File: config.mk
export PLATFORM = sky130hd
export DESIGN_NAME = lock_datapath_flat
export DESIGN_NICKNAME = d
export VERILOG_FILES = /design/src/rtl/lock_datapath_if.sv /design/src/rtl/lock_datapath.sv /design/src/flat_wrapper.sv
export SDC_FILE = /design/constraint.sdc
export NUM_CORES = 1
export LEC_CHECK = 0
export CAP_MARGIN = 20
export CORE_ASPECT_RATIO = 0.75
export CORE_MARGIN = 1.5
export CORE_UTILIZATION = 50
export DETAILED_ROUTE_END_ITERATION = 7
export HOLD_SLACK_MARGIN = 0.08
export PLACE_DENSITY = 0.69
export SLEW_MARGIN = 10
export SYNTH_ARGS = -nofsm -noshare
export SYNTH_HDL_FRONTEND = slang
export SYNTH_SLANG_ARGS = --single-unit
File: constraint.sdc
create_clock -name CLK -period 3.11 [get_ports CLK]
set_input_delay 0.4665 -clock CLK [delete_from_list [all_inputs] [get_ports CLK]]
set_output_delay 0.4665 -clock CLK [all_outputs]
set_load 0.005 [all_outputs]
File: src/rtl/lock_datapath_if.sv
// rtl/lock_datapath_if.sv - control/status bundle between the lock FSM and its datapath
interface lock_datapath_if;
  logic [3:0] Digit_In;
  logic       Validate;
  logic       ShiftA;
  logic       ShiftB;
  logic       RSTA;
  logic [2:0] Select;
  logic       Pass;
  logic       Reverse;

  modport master (
    output Digit_In, Validate, ShiftA, ShiftB, RSTA, Select,
    input  Pass, Reverse
  );

  modport slave (
    input  Digit_In, Validate, ShiftA, ShiftB, RSTA, Select,
    output Pass, Reverse
  );
endinterface

File: src/rtl/lock_datapath.sv
// rtl/lock_datapath.sv - code registers A/S/B, match detection and 4-digit 7-seg scan
module lock_datapath #(
  parameter logic [15:0] DEFAULT_CODE = 16'h1234,
  parameter int unsigned REFRESH_DIV  = 17
) (
  input  logic                 CLK,
  input  logic                 RST,
  lock_datapath_if.slave       ctrl,
  output logic [6:0]           seg,
  output logic [3:0]           an
);
  localparam logic [6:0] G_DASH  = 7'h3F;
  localparam logic [6:0] G_BLANK = 7'h7F;
  // Word glyphs packed left->right, digit index 3 in the top 7 bits
  localparam logic [27:0] W_LOCK = {7'h47, 7'h40, 7'h46, 7'h0B};
  localparam logic [27:0] W_PASS = {7'h0C, 7'h08, 7'h12, 7'h12};
  localparam logic [27:0] W_FAIL = {7'h0E, 7'h08, 7'h4F, 7'h47};

  function automatic logic [6:0] hex_glyph(input logic [3:0] v);
    case (v)
      4'h0: hex_glyph = 7'h40;  4'h1: hex_glyph = 7'h79;
      4'h2: hex_glyph = 7'h24;  4'h3: hex_glyph = 7'h30;
      4'h4: hex_glyph = 7'h19;  4'h5: hex_glyph = 7'h12;
      4'h6: hex_glyph = 7'h02;  4'h7: hex_glyph = 7'h78;
      4'h8: hex_glyph = 7'h00;  4'h9: hex_glyph = 7'h10;
      4'hA: hex_glyph = 7'h08;  4'hB: hex_glyph = 7'h03;
      4'hC: hex_glyph = 7'h46;  4'hD: hex_glyph = 7'h21;
      4'hE: hex_glyph = 7'h06;  default: hex_glyph = 7'h0E;
    endcase
  endfunction

  logic [15:0]            a_q, a_d, s_q, s_d, b_q, b_d;
  logic [REFRESH_DIV-1:0] cnt_q, cnt_d;
  logic [1:0]             idx_q, idx_d, disp_idx_q, disp_idx_d;
  logic                   upd_q, upd_d;
  logic [3:0]             an_q, an_d;
  logic [6:0]             seg_q, seg_d;
  logic                   wrap;
  logic [1:0]             dig_pos;
  logic [15:0]            b_rev;
  logic                   match;

  always_comb begin
    a_d = a_q;
    s_d = s_q;
    b_d = b_q;
    if (ctrl.RSTA) begin
      a_d = '0;
      s_d = '0;
    end else if (ctrl.Validate && ctrl.ShiftA) begin
      a_d = {a_q[11:0], ctrl.Digit_In};
    end else if (ctrl.Validate && ctrl.ShiftB) begin
      if (ctrl.Select == 3'b100) begin
        b_d = {s_q[11:0], ctrl.Digit_In};
        s_d = '0;
      end else begin
        s_d = {s_q[11:0], ctrl.Digit_In};
      end
    end
  end

  assign b_rev        = {b_q[3:0], b_q[7:4], b_q[11:8], b_q[15:12]};
  assign match        = (a_q == b_q);
  assign ctrl.Pass    = match;
  assign ctrl.Reverse = (a_q == b_rev) && !match;

  // The index that wrapped is latched so its glyph lands exactly one edge later
  assign wrap       = &cnt_q;
  assign cnt_d      = cnt_q + 1'b1;
  assign idx_d      = wrap ? idx_q + 2'd1 : idx_q;
  assign disp_idx_d = wrap ? idx_q : disp_idx_q;
  assign upd_d      = wrap;
  assign dig_pos    = 2'(3'd4 - ctrl.Select);

  always_comb begin
    an_d  = an_q;
    seg_d = seg_q;
    if (upd_q) begin
      an_d = ~(4'b0001 << disp_idx_q);
      case (ctrl.Select)
        3'b000:  seg_d = W_LOCK[disp_idx_q*7 +: 7];
        3'b101: begin
          an_d  = 4'hF;
          seg_d = G_BLANK;
        end
        3'b110:  seg_d = W_PASS[disp_idx_q*7 +: 7];
        3'b111:  seg_d = W_FAIL[disp_idx_q*7 +: 7];
        default: seg_d = (disp_idx_q == dig_pos) ? hex_glyph(ctrl.Digit_In) : G_DASH;
      endcase
    end
  end

  always_ff @(posedge CLK or posedge RST) begin
    if (RST) begin
      a_q        <= '0;
      s_q        <= '0;
      b_q        <= DEFAULT_CODE;
      cnt_q      <= '0;
      idx_q      <= '0;
      disp_idx_q <= '0;
      upd_q      <= 1'b0;
      an_q       <= 4'hF;
      seg_q      <= G_BLANK;
    end else begin
      a_q        <= a_d;
      s_q        <= s_d;
      b_q        <= b_d;
      cnt_q      <= cnt_d;
      idx_q      <= idx_d;
      disp_idx_q <= disp_idx_d;
      upd_q      <= upd_d;
      an_q       <= an_d;
      seg_q      <= seg_d;
    end
  end

  assign an  = an_q;
  assign seg = seg_q;
endmodule

File: src/flat_wrapper.sv
// flat-port wrapper written by rule: the top's interface ports become plain ports
module lock_datapath_flat 
#(
  parameter logic [15:0] DEFAULT_CODE = 16'h1234,
  parameter int unsigned REFRESH_DIV  = 17
)
  (CLK, RST, seg, an, ctrl_Digit_In, ctrl_Validate, ctrl_ShiftA, ctrl_ShiftB, ctrl_RSTA, ctrl_Select, ctrl_Pass, ctrl_Reverse);
  lock_datapath_if ctrl_i ();
  input  logic CLK;
  input  logic RST;
  output logic [6:0] seg;
  output logic [3:0] an;
  input wire logic [$bits(ctrl_i.Digit_In)-1:0] ctrl_Digit_In;
  input wire logic [$bits(ctrl_i.Validate)-1:0] ctrl_Validate;
  input wire logic [$bits(ctrl_i.ShiftA)-1:0] ctrl_ShiftA;
  input wire logic [$bits(ctrl_i.ShiftB)-1:0] ctrl_ShiftB;
  input wire logic [$bits(ctrl_i.RSTA)-1:0] ctrl_RSTA;
  input wire logic [$bits(ctrl_i.Select)-1:0] ctrl_Select;
  output wire logic [$bits(ctrl_i.Pass)-1:0] ctrl_Pass;
  output wire logic [$bits(ctrl_i.Reverse)-1:0] ctrl_Reverse;
  assign ctrl_i.Digit_In = ctrl_Digit_In;
  assign ctrl_i.Validate = ctrl_Validate;
  assign ctrl_i.ShiftA = ctrl_ShiftA;
  assign ctrl_i.ShiftB = ctrl_ShiftB;
  assign ctrl_i.RSTA = ctrl_RSTA;
  assign ctrl_i.Select = ctrl_Select;
  assign ctrl_Pass = ctrl_i.Pass;
  assign ctrl_Reverse = ctrl_i.Reverse;
  lock_datapath #(.DEFAULT_CODE(DEFAULT_CODE), .REFRESH_DIV(REFRESH_DIV)) u_core (.CLK(CLK), .RST(RST), .ctrl(ctrl_i), .seg(seg), .an(an));
endmodule
==> results.yml, run 1 <==
outcome:
  outcome: "complete, no violations"
floorplan:
  die_w_um: 105
  io_pins: 26
  rows: 27
  dieArea_sq_um: 8400
  core_area_sq_um: 7470
  start_util_pct: 52.6
  die-height_um: 79.7
final_layout:
  layout.nets: 417
  antenna_cells: 0
  drive_above_1_share_pct: 15.1
  seqCellArea_sq_um: 1950
  area_growth_pct: 14.0
  fillers: 647
  fin_cells: 498
  fin_area_sq_um: 4470
  multi_input_area_sq_um: 1850
yosys:
  syn_area_per_cell_sq_um: 10.7
  synth_edf_count: 0
  ys_seq_area_share_pct: 49.6
  synth_top_flop_cell: "dfrtp_1"
  synth.top_cells.by_area: "dfrtp_1 (39%), dfstp_2 (11%), xnor2_1 (5.6%)"
  synthCells: 368
  synthArstFlopShare_pct: 100
  ys_types: 43
  yosys.area.top_type: "dfrtp_1"
  synth_area_sq_um: 3930
  synth.top_cell.area_share_pct: 38.9
  synth_fp_nets: 393
  yosys_warnings: 0
  ys_ff_latch: 77
global_routing:
  grt_overflow: 0
  grt_start_max_net_pins: 78
  grt_first_pass_wirelength_um: 13300
  antenna_found_initial: 0
  groute.usage.overall_pct: 20.6
  grt_pass1_vias: 2706
power_and_ir_drop:
  p_total_mw: 2.00
  irDropWorstVdd_mv: 0.242
  powerDensity_nw_per_um2: 446
  power_leakage_nw: 2.03
drt:
  drt_iter0_drc: 121
  dr.pass1.iters: 4
  final_antenna_net_count: 0
  drt-wirelength-per-cell_um: 15.5
  wl_um: 7730
  drcViolationCount: 0
  vias: 2730
  viasPerCell: 5.48
worst_setup_path:
  worstPathArrival_ns: 2.12
  critical_path.startpoint_type: "flop"
  crit_slowest_cell: "dfstp_2"
  worstSetupEndpointType: "output pin"
  max_stage_delay_ns: 0.57
  path_max_fanout: 3
  crit_type: "reg -> out"
  crit_chain: "xor2_1, nor4_1, nand4_1, nor2_1, clkdlybuf4s50_1"
  cp.required_ns: 2.64
sta:
  rsz0062_at_grt: "no"
  period_needed_ns: 2.59
  fin_setup_tns_ns: 0
  setup_viol: 0
  hold_ws_ns: 0.463
  slew_headroom_pct: 55.6
  tightest_slew_ns: 0.664
  fmax_mhz: 387
  finalMaxSlewViolations: 0
  clock_skew_ns: 0.00358
  hold_viol_final: 0
  fin_crit_sh_pct: 83.2
clock_tree:
  post_cts_resized: 0
  clkTransAtPathRegs_ns: 0.08
  cts_max_path_buffers: 2
  clock_sinks: 77
  post_cts_buffers: 0
  holdBufCountCts: 0
  insertion_delay_ns: 0.35
  cts-buffers-inserted: 9
  htreeDepth: 3
  cts_root_buf: "clkbuf_8"
  cts_tree: "built"
placement:
  dp_hpwl_um: 5420
  numPortBuffers: 25
  place_area_sq_um: 4270
  dp_cells: 482
  gp_congestion: 0.883
flow_run:
  max_cap_violations: 0
min_path:
  hp-class: "reg -> reg"
[kinds of logic (layout without fill, tap and decap cells)]
| logic type | count (synthesis) | after routing | share of synthesized area, % |
|---|---|---|---|
| buf+inv | 30 | 59 | 3.41 |
| fa+ha+maj | 12 | 12 | 3.82 |
| compound gates | 66 | 66 | 11.3 |
| simple gates | 114 | 114 | 14.1 |
| flops | 77 | 77 | 49.6 |
| mux | 19 | 19 | 6.66 |
| xor+xnor | 50 | 50 | 11.2 |
[cell type report]
cell class	count	share of cell area, %
flip-flops and latches	77	43.5
well taps	101	2.82
inverters	13	1.09
multi-input cells	261	41.4
repair buffers	30	6.71
clock inverters	5	1.31
clock buffers	11	3.16
[critical path: cells and delay by family (launching register included)]
family                    cells  cell delay, ns
and+or+nand+nor               3            0.60
DFF                           1            0.57
buffers and inverters         1            0.50
xor gates and xnor gates      1            0.11
[metal layers]
| metal | GRT usage (%) | vias up | part of all wire, % |
|---|---|---|---|
| met5 | 0 | - | 0 |
| met4 | 5.75 | 0 | 0.41 |
| met3 | 5.96 | 4 | 3.8 |
| met2 | 31.3 | 34 | 45 |
| met1 | 28.7 | 1368 | 51 |
| li1 | - | 1324 | - |
[final timing paths]
path | from | to | slack, ns | cells after the start
setup reg to reg | u_core.cnt_q[0]$_DFF_PP0_ | u_core.disp_idx_q[1]$_DFFE_PP0P_ | 0.98 | 7
hold / removal | u_core.cnt_q[15]$_DFF_PP0_ | u_core.cnt_q[15]$_DFF_PP0_ | 0.46 | 1
min in group asynchronous | RST | u_core.cnt_q[16]$_DFF_PP0_ | 0.53 | 3
max in group asynchronous | RST | u_core.b_q[4]$_DFFE_PP1P_ | 2.22 | 3
setup / recovery | u_core.b_q[9]$_DFFE_PP1P_ | ctrl_Reverse | 0.52 | 5
hold reg to reg | u_core.cnt_q[15]$_DFF_PP0_ | u_core.cnt_q[15]$_DFF_PP0_ | 0.46 | 1
[sequential cells by signal (all words and copies together) (netlist names)]
name,cells
u_core.idx_q,2
u_core.cnt_q,17
u_core.b_q,16
u_core.disp_idx_q,2
u_core.upd_q,1
u_core.an,4
u_core.seg,7
u_core.a_q,16
u_core.s_q,12
[cell usage in the layout (no fill, tap or decap), types with 6 or more instances in the layout]
cell | Yosys | routed
nor2b_1 | 6 | 6
dfrtp_1 | 61 | 61
mux2_2 | 7 | 7
xnor2_1 | 25 | 25
a21oi_1 | 25 | 25
o21ai_0 | 7 | 7
nand4_1 | 8 | 8
clkdlybuf4s50_1 | 0 | 25
mux2_4 | 10 | 10
inv_1 | 13 | 12
dfstp_2 | 16 | 16
xor2_1 | 25 | 25
clkbuf_8 | 0 | 10
a22o_1 | 13 | 13
nor2_1 | 24 | 24
nand2_1 | 48 | 48
ha_1 | 12 | 12
[where the power goes]
part	internal, mW	leakage, nW	switching [mW]
sequential	1.02	1.00	0.0168
combinational	0.0905	0.930	0.105
clock	0.394	0.0959	0.372
[synth_stat cells, types with 4 or more instances]
master,instances
xor2_1,25
mux2_2,7
nor2b_1,6
nor2_1,24
a21oi_1,25
mux2_4,10
nand4_1,8
inv_1,13
nand3_1,5
ha_1,12
buf_2,5
nand2_1,48
clkbuf_1,10
dfstp_2,16
a41oi_1,4
dfrtp_1,61
nor4_1,5
o2111ai_1,4
xnor2_1,25
o21ai_0,7
a22o_1,13
[stage by stage]
step | util [%] | setup WS (ns)
after floorplan | - | 0.703
after global placement | 57.2 | 0.708
after detailed placement | 57.2 | 0.618
after CTS | 59.9 | 0.503
after global routing | 59.9 | 0.359
final | 59.9 | 0.523
(Power assumes the default switching activity.)
==> inputs of run 2 (changes only) <==
Settings changed: PLACE_DENSITY 0.69 to 0.72.
Clock period 3.11 ns to 2.15 ns, I/O delays scaled along.
==> results.yml, run 2 (synthesized netlist as in run 1, its figures left out) <==
worst_setup_path:
  worstPathArrival_ns: 1.72
  path_max_fanout: 3
  worstSetupEndpointType: "output pin"
  crit_type: "reg -> out"
  cp.required_ns: 1.83
  critical_path.startpoint_type: "flop"
sta:
  period_needed_ns: 2.05
  clock_skew_ns: 0.00689
  fmax_mhz: 489
  setup_viol: 0
  finalMaxSlewViolations: 0
  rsz0062_at_grt: "yes"
  tightest_slew_ns: 1.05
  setup_slack_ns: 0.104
  hold_viol_final: 0
  fin_crit_sh_pct: 95.2
  slew_headroom_pct: 29.8
power_and_ir_drop:
  irDropWorstVdd_mv: 0.318
  power_leakage_nw: 2.18
  p_total_mw: 2.99
  powerDensity_nw_per_um2: 631
floorplan:
  die-height_um: 79.7
  dieArea_sq_um: 8400
  io_pins: 26
  die_w_um: 105
  rows: 27
  core_area_sq_um: 7470
  start_util_pct: 52.6
placement:
  dp_hpwl_um: 5730
  dpl_worst_slack_ns: -0.0911
  place_area_sq_um: 4470
  gp_congestion: 0.913
  numPortBuffers: 25
global_routing:
  groute.usage.overall_pct: 21.3
  grt_overflow: 0
  antenna_found_initial: 0
  grt_first_pass_wirelength_um: 13800
  grt_pass1_vias: 2746
  grt_start_max_net_pins: 30
final_layout:
  largest_register_ffs: 17
  final_common_cell: "dfrtp_1"
  area_growth_pct: 20.8
  fin_area_sq_um: 4740
  drive_above_1_share_pct: 21.9
  layout.nets: 444
  antenna_cells: 0
  reg.largest.list: "u_core.cnt_q (17), u_core.a_q (16), u_core.b_q (16)"
  final_cell_mix: "dfrtp_1 (61), nand2_1 (48), buf_4 (29)"
  largest-register: "u_core.cnt_q"
drt:
  drt-wirelength-per-cell_um: 15.4
  dr.pass1.iters: 4
  drt_iter0_drc: 203
  viasPerCell: 5.44
  vias: 2856
  final_antenna_net_count: 0
  wl_um: 8070
  drcViolationCount: 0
outcome:
  outcome: "complete, no violations"
clock_tree:
  insertion_delay_ns: 0.34
  cts_tree: "built"
  clkTransAtPathRegs_ns: 0.07
  htreeDepth: 3
  cts-buffers-inserted: 9
  clock_sinks: 77
  cts_root_buf: "clkbuf_8"
  cts_max_path_buffers: 2
flow_run:
  max_cap_violations: 0
min_path:
  hp-class: "in -> async"
## run 2: path summary, 6_finish.rpt
path,from,end,slack (ns),depth (start not counted)
worst max-delay path,u_core.b_q[2]$_DFFE_PP1P_,ctrl_Pass,0.10,5
worst min-delay path,RST,u_core.s_q[0]$_DFFE_PP0P_,0.44,2
worst max register to register,u_core.cnt_q[0]$_DFF_PP0_,u_core.idx_q[1]$_DFFE_PP0P_,0.20,9
worst min register to register,u_core.cnt_q[15]$_DFF_PP0_,u_core.cnt_q[15]$_DFF_PP0_,0.47,1
max in group asynchronous,RST,u_core.b_q[9]$_DFFE_PP1P_,1.10,3
min in group CLK,u_core.cnt_q[15]$_DFF_PP0_,u_core.cnt_q[15]$_DFF_PP0_,0.47,1
## run 2: worst max-delay path: stages (launching register included)
cell,delay (ns)
dfstp_2,0.57
xnor2_1,0.12
nand4_1,0.12
nor4_2,0.33
buf_4,0.17
buf_6,0.08
## run 2: area by class of cell
cell class,count,area [sq um]
Multi-Input combinational cell,261,1890
Tap cell,101,126
Timing Repair Buffer,57,515
Clock buffer,12,135
Sequential cell,77,1950
Clock inverter,4,73.8
Inverter,13,52.6
Fill cell,575,2720
## run 2: power by group
| group | total (mW) | internal [mW] | switching, mW |
|---|---|---|---|
| registers | 1.50 | 1.47 | 0.0256 |
| logic | 0.339 | 0.167 | 0.172 |
| clock network | 1.16 | 0.656 | 0.503 |
| total | 2.99 | 2.29 | 0.701 |
## run 2: routing by layer
metal | vias to the layer above | part of all wire [%] | GRT usage (%)
met3 | 12 | 5.8 | 4.57
met5 | - | 0 | 0
met4 | 0 | 1.5 | 7.95
met2 | 78 | 43 | 31.0
li1 | 1377 | - | -
met1 | 1389 | 50 | 31.1
## run 2: what timing repair did
action | CTS | global route
pin swaps | 3 | 6
buffers inserted | 2 | 1
hold buffers | 0 | 0
endpoints found under the hold margin | 0 | 0
endpoints found under the setup margin | 2 | 2
gates resized for setup | 8 | 8
gates cloned | 0 | 0
## run 2: stage by stage
stage | TNS (ns) | hold WS (ns) | util, % | cells
2_1_floorplan | 0 | 0.434 | - | 368
3_3_place_gp | 0 | 0.449 | 59.9 | 506
3_5_place_dp | -0.156 | 0.451 | 59.9 | 506
4_1_cts | 0 | 0.444 | 63.0 | 524
5_1_grt | -0.00480 | 0.482 | 63.5 | 525
6_report | 0 | 0.441 | 63.5 | 525
